==> config.mk <==
export PLATFORM = sky130hd
export DESIGN_NAME = video_packer_565
export DESIGN_NICKNAME = d
export VERILOG_FILES = /design/src/rtl/video_pkg.sv /design/src/rtl/rgb888_to_565.sv /design/src/rtl/video_packer_565.sv
export SDC_FILE = /design/constraint.sdc
export NUM_CORES = 1
export LEC_CHECK = 0
export ABC_AREA = 1
export CORE_UTILIZATION = 30
export DETAILED_ROUTE_END_ITERATION = 8
export PLACE_DENSITY = 0.56
export SLEW_MARGIN = 10
export SYNTH_ARGS = -nofsm -noshare
export SYNTH_HDL_FRONTEND = slang
export SYNTH_HIERARCHICAL = 1
export SYNTH_SLANG_ARGS = --single-unit
==> constraint.sdc <==
create_clock -name m_axis_vid_aclk -period 1.3 [get_ports m_axis_vid_aclk]
set_clock_uncertainty 0.1 [all_clocks]
set_input_delay 0.26 -clock m_axis_vid_aclk [delete_from_list [all_inputs] [get_ports m_axis_vid_aclk]]
set_output_delay 0.26 -clock m_axis_vid_aclk [all_outputs]
set_load 0.05 [all_outputs]
==> src/rtl/video_pkg.sv <==
// Shared video definitions: RGB888 byte positions, RGB565 field layout and
// the packer state encoding. Used by the RGB565 packer and unpacker.
package video_pkg;

    // RGB888 channel byte offsets inside a 32-bit video beat ([7:0] unused)
    localparam int RGB888_R_LSB = 24;
    localparam int RGB888_G_LSB = 16;
    localparam int RGB888_B_LSB = 8;
    localparam int RGB888_CH_W  = 8;

    // RGB565 field offsets and widths inside a 16-bit pixel
    localparam int RGB565_R_LSB = 0;
    localparam int RGB565_R_W   = 5;
    localparam int RGB565_G_LSB = 5;
    localparam int RGB565_G_W   = 6;
    localparam int RGB565_B_LSB = 11;
    localparam int RGB565_B_W   = 5;
    localparam int RGB565_W     = 16;

    // Packer states: hold empty, pix0 held, misaligned-SOF flush, odd-line tail
    typedef enum logic [1:0] {
        EVEN     = 2'd0,
        ODD      = 2'd1,
        FLUSH    = 2'd2,
        ODD_LAST = 2'd3
    } pack_state_e;

    // One converted pixel with its sideband, as carried by the optional stage
    typedef struct packed {
        logic [RGB565_W-1:0] pix;
        logic                user;
        logic                last;
    } pix_beat_t;

    // Place 5/6/5 channel values into their RGB565 fields
    function automatic logic [RGB565_W-1:0] pack_565(
        input logic [RGB565_R_W-1:0] r,
        input logic [RGB565_G_W-1:0] g,
        input logic [RGB565_B_W-1:0] b
    );
        logic [RGB565_W-1:0] p;
        p = 16'h0000;
        p[RGB565_R_LSB +: RGB565_R_W] = r;
        p[RGB565_G_LSB +: RGB565_G_W] = g;
        p[RGB565_B_LSB +: RGB565_B_W] = b;
        return p;
    endfunction

endpackage

==> src/rtl/rgb888_to_565.sv <==
// Combinational RGB888 -> RGB565 pixel converter.
// Build option VIDEO_PACKER_ROUND_EN: round-to-nearest with saturation
// instead of plain truncation.
module rgb888_to_565 import video_pkg::*; (
    input  logic [31:0]         rgb,
    output logic [RGB565_W-1:0] pix
);

    logic [RGB888_CH_W-1:0] r8_s;
    logic [RGB888_CH_W-1:0] g8_s;
    logic [RGB888_CH_W-1:0] b8_s;
    logic [RGB565_R_W-1:0]  r5_s;
    logic [RGB565_G_W-1:0]  g6_s;
    logic [RGB565_B_W-1:0]  b5_s;
    logic                   unused_s;

    assign r8_s = rgb[RGB888_R_LSB +: RGB888_CH_W];
    assign g8_s = rgb[RGB888_G_LSB +: RGB888_CH_W];
    assign b8_s = rgb[RGB888_B_LSB +: RGB888_CH_W];

`ifdef VIDEO_PACKER_ROUND_EN
    // 9-bit sums keep the carry; a set carry means the rounded value
    // overflowed the field and is clamped to full scale.
    logic [8:0] r_sum_s;
    logic [8:0] g_sum_s;
    logic [8:0] b_sum_s;

    assign r_sum_s = {1'b0, r8_s} + 9'd4;
    assign g_sum_s = {1'b0, g8_s} + 9'd2;
    assign b_sum_s = {1'b0, b8_s} + 9'd4;

    assign r5_s = r_sum_s[8] ? 5'h1F : r_sum_s[7:3];
    assign g6_s = g_sum_s[8] ? 6'h3F : g_sum_s[7:2];
    assign b5_s = b_sum_s[8] ? 5'h1F : b_sum_s[7:3];

    assign unused_s = ^{rgb[7:0], r_sum_s[2:0], g_sum_s[1:0], b_sum_s[2:0]};
`else
    assign r5_s = r8_s[7:3];
    assign g6_s = g8_s[7:2];
    assign b5_s = b8_s[7:3];

    assign unused_s = ^{rgb[7:0], r8_s[2:0], g8_s[1:0], b8_s[2:0]};
`endif

    assign pix = pack_565(r5_s, g6_s, b5_s);

endmodule

==> src/rtl/video_packer_565.sv <==
// Packs two consecutive RGB888 video beats into one word of two RGB565
// pixels {pix1, pix0}, keeping frame start (tuser) and end of line (tlast).
// Odd lines are padded; a tuser arriving on the second pixel flushes the
// held pixel as a one-pixel word and raises sof_error.
// Build option VIDEO_PACKER_ROUND_EN: rounding converter plus one extra
// skid-buffered register stage in front of the packer.
module video_packer_565 import video_pkg::*; #(
    parameter bit PAD_DUPLICATE = 1'b0
) (
    input  logic        m_axis_vid_aclk,
    input  logic        m_axis_vid_reset,
    input  logic [31:0] m_axis_vid_tdata,
    input  logic        m_axis_vid_tvalid,
    output logic        m_axis_vid_tready,
    input  logic        m_axis_vid_tuser,
    input  logic        m_axis_vid_tlast,
    output logic [31:0] s_axis_vid_tdata,
    output logic        s_axis_vid_tvalid,
    input  logic        s_axis_vid_tready,
    output logic        s_axis_vid_tuser,
    output logic        s_axis_vid_tlast,
    output logic        sof_error
);

    logic [RGB565_W-1:0] conv_pix_s;
    logic                pk_valid_s;
    logic                pk_ready_s;
    logic [RGB565_W-1:0] pk_pix_s;
    logic                pk_user_s;
    logic                pk_last_s;

    rgb888_to_565 u_conv (
        .rgb (m_axis_vid_tdata),
        .pix (conv_pix_s)
    );

`ifdef VIDEO_PACKER_ROUND_EN
    pix_beat_t in_beat_s;
    pix_beat_t main_r;
    pix_beat_t skid_r;
    logic      main_valid_r;
    logic      skid_valid_r;
    logic      in_acc_s;
    logic      pk_acc_s;

    assign in_beat_s         = '{pix: conv_pix_s, user: m_axis_vid_tuser, last: m_axis_vid_tlast};
    assign m_axis_vid_tready = !skid_valid_r;
    assign in_acc_s          = m_axis_vid_tvalid && !skid_valid_r;
    assign pk_acc_s          = main_valid_r && pk_ready_s;

    assign pk_valid_s = main_valid_r;
    assign pk_pix_s   = main_r.pix;
    assign pk_user_s  = main_r.user;
    assign pk_last_s  = main_r.last;

    // Main register feeds the packer; skid catches the beat accepted while main stalls
    always_ff @(posedge m_axis_vid_aclk) begin
        if (m_axis_vid_reset) begin
            main_r       <= '0;
            skid_r       <= '0;
            main_valid_r <= 1'b0;
            skid_valid_r <= 1'b0;
        end else if (pk_acc_s || !main_valid_r) begin
            if (skid_valid_r) begin
                main_r       <= skid_r;
                main_valid_r <= 1'b1;
                skid_valid_r <= 1'b0;
            end else if (in_acc_s) begin
                main_r       <= in_beat_s;
                main_valid_r <= 1'b1;
            end else begin
                main_valid_r <= 1'b0;
            end
        end else if (in_acc_s) begin
            skid_r       <= in_beat_s;
            skid_valid_r <= 1'b1;
        end
    end
`else
    assign pk_valid_s        = m_axis_vid_tvalid;
    assign pk_pix_s          = conv_pix_s;
    assign pk_user_s         = m_axis_vid_tuser;
    assign pk_last_s         = m_axis_vid_tlast;
    assign m_axis_vid_tready = pk_ready_s;
`endif

    pack_state_e         state_r;
    pack_state_e         state_s;
    logic [RGB565_W-1:0] hold_pix_r;
    logic                hold_user_r;
    logic [31:0]         tdata_r;
    logic                tvalid_r;
    logic                tuser_r;
    logic                tlast_r;
    logic                sof_error_r;
    logic                can_load_s;
    logic                latch_s;
    logic                load_s;
    logic [31:0]         word_s;
    logic                user_s;
    logic                last_s;
    logic                sof_s;
    logic [RGB565_W-1:0] pad_s;

    assign can_load_s = !tvalid_r || s_axis_vid_tready;
    assign pad_s      = PAD_DUPLICATE ? hold_pix_r : 16'h0000;

    // Next state, input ready and output-word load decisions
    always_comb begin
        state_s    = state_r;
        pk_ready_s = 1'b0;
        latch_s    = 1'b0;
        load_s     = 1'b0;
        word_s     = 32'h0000_0000;
        user_s     = 1'b0;
        last_s     = 1'b0;
        sof_s      = 1'b0;
        case (state_r)
            EVEN: begin
                pk_ready_s = 1'b1;
                if (pk_valid_s) begin
                    latch_s = 1'b1;
                    state_s = pk_last_s ? ODD_LAST : ODD;
                end else begin
                    state_s = EVEN;
                end
            end
            ODD: begin
                pk_ready_s = can_load_s && !(pk_user_s && pk_valid_s);
                if (pk_valid_s && pk_user_s) begin
                    state_s = FLUSH;
                end else if (pk_valid_s && can_load_s) begin
                    load_s  = 1'b1;
                    word_s  = {pk_pix_s, hold_pix_r};
                    user_s  = hold_user_r;
                    last_s  = pk_last_s;
                    state_s = EVEN;
                end else begin
                    state_s = ODD;
                end
            end
            FLUSH: begin
                if (can_load_s) begin
                    load_s  = 1'b1;
                    word_s  = {pad_s, hold_pix_r};
                    user_s  = hold_user_r;
                    last_s  = 1'b1;
                    sof_s   = 1'b1;
                    state_s = EVEN;
                end else begin
                    state_s = FLUSH;
                end
            end
            ODD_LAST: begin
                if (can_load_s) begin
                    load_s  = 1'b1;
                    word_s  = {pad_s, hold_pix_r};
                    user_s  = hold_user_r;
                    last_s  = 1'b1;
                    state_s = EVEN;
                end else begin
                    state_s = ODD_LAST;
                end
            end
            default: begin
                state_s = EVEN;
            end
        endcase
    end

    // State register and held first pixel of the pair
    always_ff @(posedge m_axis_vid_aclk) begin
        if (m_axis_vid_reset) begin
            state_r     <= EVEN;
            hold_pix_r  <= 16'h0000;
            hold_user_r <= 1'b0;
        end else begin
            state_r <= state_s;
            if (latch_s) begin
                hold_pix_r  <= pk_pix_s;
                hold_user_r <= pk_user_s;
            end
        end
    end

    // Output word register: loads a new word or drains on downstream ready
    always_ff @(posedge m_axis_vid_aclk) begin
        if (m_axis_vid_reset) begin
            tdata_r     <= 32'h0000_0000;
            tvalid_r    <= 1'b0;
            tuser_r     <= 1'b0;
            tlast_r     <= 1'b0;
            sof_error_r <= 1'b0;
        end else begin
            if (load_s) begin
                tdata_r  <= word_s;
                tvalid_r <= 1'b1;
                tuser_r  <= user_s;
                tlast_r  <= last_s;
            end else if (s_axis_vid_tready) begin
                tvalid_r <= 1'b0;
            end
            sof_error_r <= sof_s;
        end
    end

    assign s_axis_vid_tdata  = tdata_r;
    assign s_axis_vid_tvalid = tvalid_r;
    assign s_axis_vid_tuser  = tuser_r;
    assign s_axis_vid_tlast  = tlast_r;
    assign sof_error         = sof_error_r;

endmodule

==> reports/results.ini <==
[synth]
syn_nets=360
ys_seq_area_share_pct=46.5
netlist_instances=322
synth_warnings=6
ys_ff_latch=55
yosysUniqueCellTypes=22
postSynthAreaPerCell_um2=7.36
synthesis.area_um2=2370

[worst_setup_path]
crit_slowest_cell=dfxtp_4
start_kind=flip-flop
crit_path_end=m_axis_vid_tready
ff2ff_setup_slack_ns=-0.09
worstPathRequired_ns=0.94
end_kind=output pin
critPathMaxStageDelay_ns=0.36
critPathLaunch=state_r[0]$_SDFF_PP0_
regToRegStartpoint=state_r[0]$_SDFF_PP0_
rr_endpoint=s_axis_vid_tdata[28]$_SDFFE_PP0P_
worstRegToRegCells=7
worstSetupPathType=reg -> out
crit_fanout=2
cp.arrival_ns=1.08
crit_chain=nor2_4 > clkinv_4 > nand2_4 > buf_12

[power_and_ir_drop]
peakVddDrop_uv=465
total_power_mw=4.17
p_leak_nw=1.63
power_density_nw_per_um2=1070

[floorplan]
fp.dieW_um=90.9
num_rows=32
die_h_um=90.9
dieArea_um2=8250
ios=75
start_util_pct=30.8
core_area_um2=7690

[layout]
drive_above_1_share_pct=31.3
diodes=0
syn_to_final_growth_pct=65.1
fin_area_um2=3910
layout.nets=428
final_core_util_pct=50.9
fillers=729

[outcome]
status=finished with violations
violations=design-rule violations, negative setup slack

[cts]
numCtsBuffers=5
cts_sinks=55
cts_max_level=2
cts_tree=built
holdBufCountCts=0
clockBufferDepth=2
clkSlewWorstSetupHoldPaths_ns=0.09
clockRootBuffer=clkbuf_8
insertion_delay_ns=0.31

[timing]
tns_ns=-2.44
period_share_pct=111
rsz0062_at_grt=yes
max_freq_mhz=694
max_slew_margin_pct=78.9
fin_ws_ns=-0.141
hold_viol=0
setup_viol=50
fin_crit_ns=1.44
slew_violations=0
worst_pin_slew_ns=0.315

[routing]
first_pass_iters=6
route.detailed.drc=1
drtAntennaViolNets=0
routed_wl_um=6240
wl_per_cell_um=12.7
avgViaCountPerCell=4.42
drt_iter0_drc=101
via_count=2177

[run]
drv_cap=0

[grt]
track_usage_pct=16.0
grt_pass1_wl_um=10600
overflow=0
grt_pass1_vias=2142
antenna_found_initial=0
grt_max_degree=26

[min_path]
min_path_type=in -> reg

[placement]
pre_cts_slack_ns=-0.578
placed_area_um2=3450
portBuffers=58
hpwl_um=4180
place.gp.congestion=0.772

-- layout by cell type, fill, tap and decap left out --
cell type        count
a21oi_1             15
a21oi_2             10
a31oi_1              1
buf_12              43
buf_16               1
buf_4               18
buf_6                6
bufbuf_16            2
clkbuf_8             6
clkdlybuf4s15_2      1
clkdlybuf4s50_1     18
clkinv_1             1
clkinv_2             1
clkinv_4             1
clkinvlp_4           1
dfxtp_1             52
dfxtp_4              3
dlygate4sd2_1        2
inv_1               25
inv_2                2
inv_4                1
nand2_1             51
nand2_2              2
nand2_4              4
nand2_8              2
nand3_1             27
nand3_4              2
nand4_1              1
nor2_1              55
nor2_2               8
nor2_4               4
nor2_8               1
nor3_1               1
o21ai_0              5
o21ai_1             14
o21ai_2              2
o21ai_4              1
-- cells by family after synthesis --
group / after synthesis / share of synthesized area (%)
DFF: 55 / 46.5
buffers and inverters: 62 / 14.1
AOI/OAI and AO/OA: 48 / 10.7
and+or+nand+nor: 157 / 28.7
-- layout make-up --
cell class	instances	area, um^2	share of cell area (%)
Timing Repair Buffer	91	1370	34.9
Sequential cell	55	1110	28.4
Multi-Input combinational cell	206	1090	27.9
Inverter	31	128	3.26
Tap cell	102	128	3.26
Clock buffer	6	82.6	2.11
Clock inverter	1	5.00	0.128
-- flip-flops by register name (all words and copies together) (netlist names) --
name               count
s_axis_vid_tdata      32
hold_pix_r            16
state_r                2
hold_user_r            1
s_axis_vid_tlast       1
s_axis_vid_tuser       1
s_axis_vid_tvalid      1
sof_error              1
-- cell usage after synthesis (all sizes together) --
cell,instances,area share [%]
a21oi,25,5.3
a31oi,1,0.26
buf,27,8.6
clkbuf,4,0.63
clkinv,2,0.32
dfxtp,55,46
inv,29,4.6
nand2,59,10
nand3,29,6.7
nand4,1,0.26
nor2,67,12
nor3,1,0.21
o21ai,22,5.1
-- critical path, delay by kind of cell (launching register included) --
family / cells / cell delay (ns)
DFF: 1 / 0.36
and+or+nand+nor: 2 / 0.20
buffers and inverters: 2 / 0.20
-- how the worst min path moves through the flow --
stage / cells past startpoint / end / from / slack [ns]
6_report: 3 / hold_user_r$_SDFFE_PP0P_ / m_axis_vid_tuser / 0.28
5_1_grt: 3 / hold_user_r$_SDFFE_PP0P_ / m_axis_vid_tuser / 0.30
4_1_cts: 3 / hold_user_r$_SDFFE_PP0P_ / m_axis_vid_tuser / 0.30
3_5_place_dp: 2 / hold_pix_r[0]$_SDFFE_PP0P_ / hold_pix_r[0]$_SDFFE_PP0P_ / 0.35
3_3_place_gp: 2 / hold_pix_r[0]$_SDFFE_PP0P_ / hold_pix_r[0]$_SDFFE_PP0P_ / 0.34
2_1_floorplan: 2 / hold_user_r$_SDFFE_PP0P_ / m_axis_vid_tuser / 0.33
-- metal layers --
| layer | global-route usage [%] | part of all wire, % | up-vias |
|---|---|---|---|
| met1 | 21.1 | 47 | 996 |
| met4 | 5.42 | 0.56 | 0 |
| met2 | 25.7 | 49 | 49 |
| met5 | 0 | 0 | - |
| met3 | 3.62 | 4.2 | 4 |
| li1 | - | - | 1128 |
-- through the flow --
stage	hold WS (ns)	cells
2_1_floorplan	0.327	322
3_3_place_gp	0.342	471
3_5_place_dp	0.346	471
4_1_cts	0.298	492
5_1_grt	0.300	492
6_report	0.283	492
-- power breakdown --
part / leakage (nW) / total (mW) / switching, mW / internal, mW
clock network: 0.0470 / 0.952 / 0.533 / 0.419
registers: 0.453 / 1.90 / 0.0967 / 1.81
logic: 1.13 / 1.31 / 0.676 / 0.635
total: 1.63 / 4.17 / 1.31 / 2.86
-- what timing repair did --
action | in CTS | in global routing
pin swaps | 11 | 7
gates cloned | 4 | 0
setup endpoints to repair | 55 | 56
resized for setup | 44 | 26
buffers inserted | 10 | 0
(Power assumes the default switching activity.)
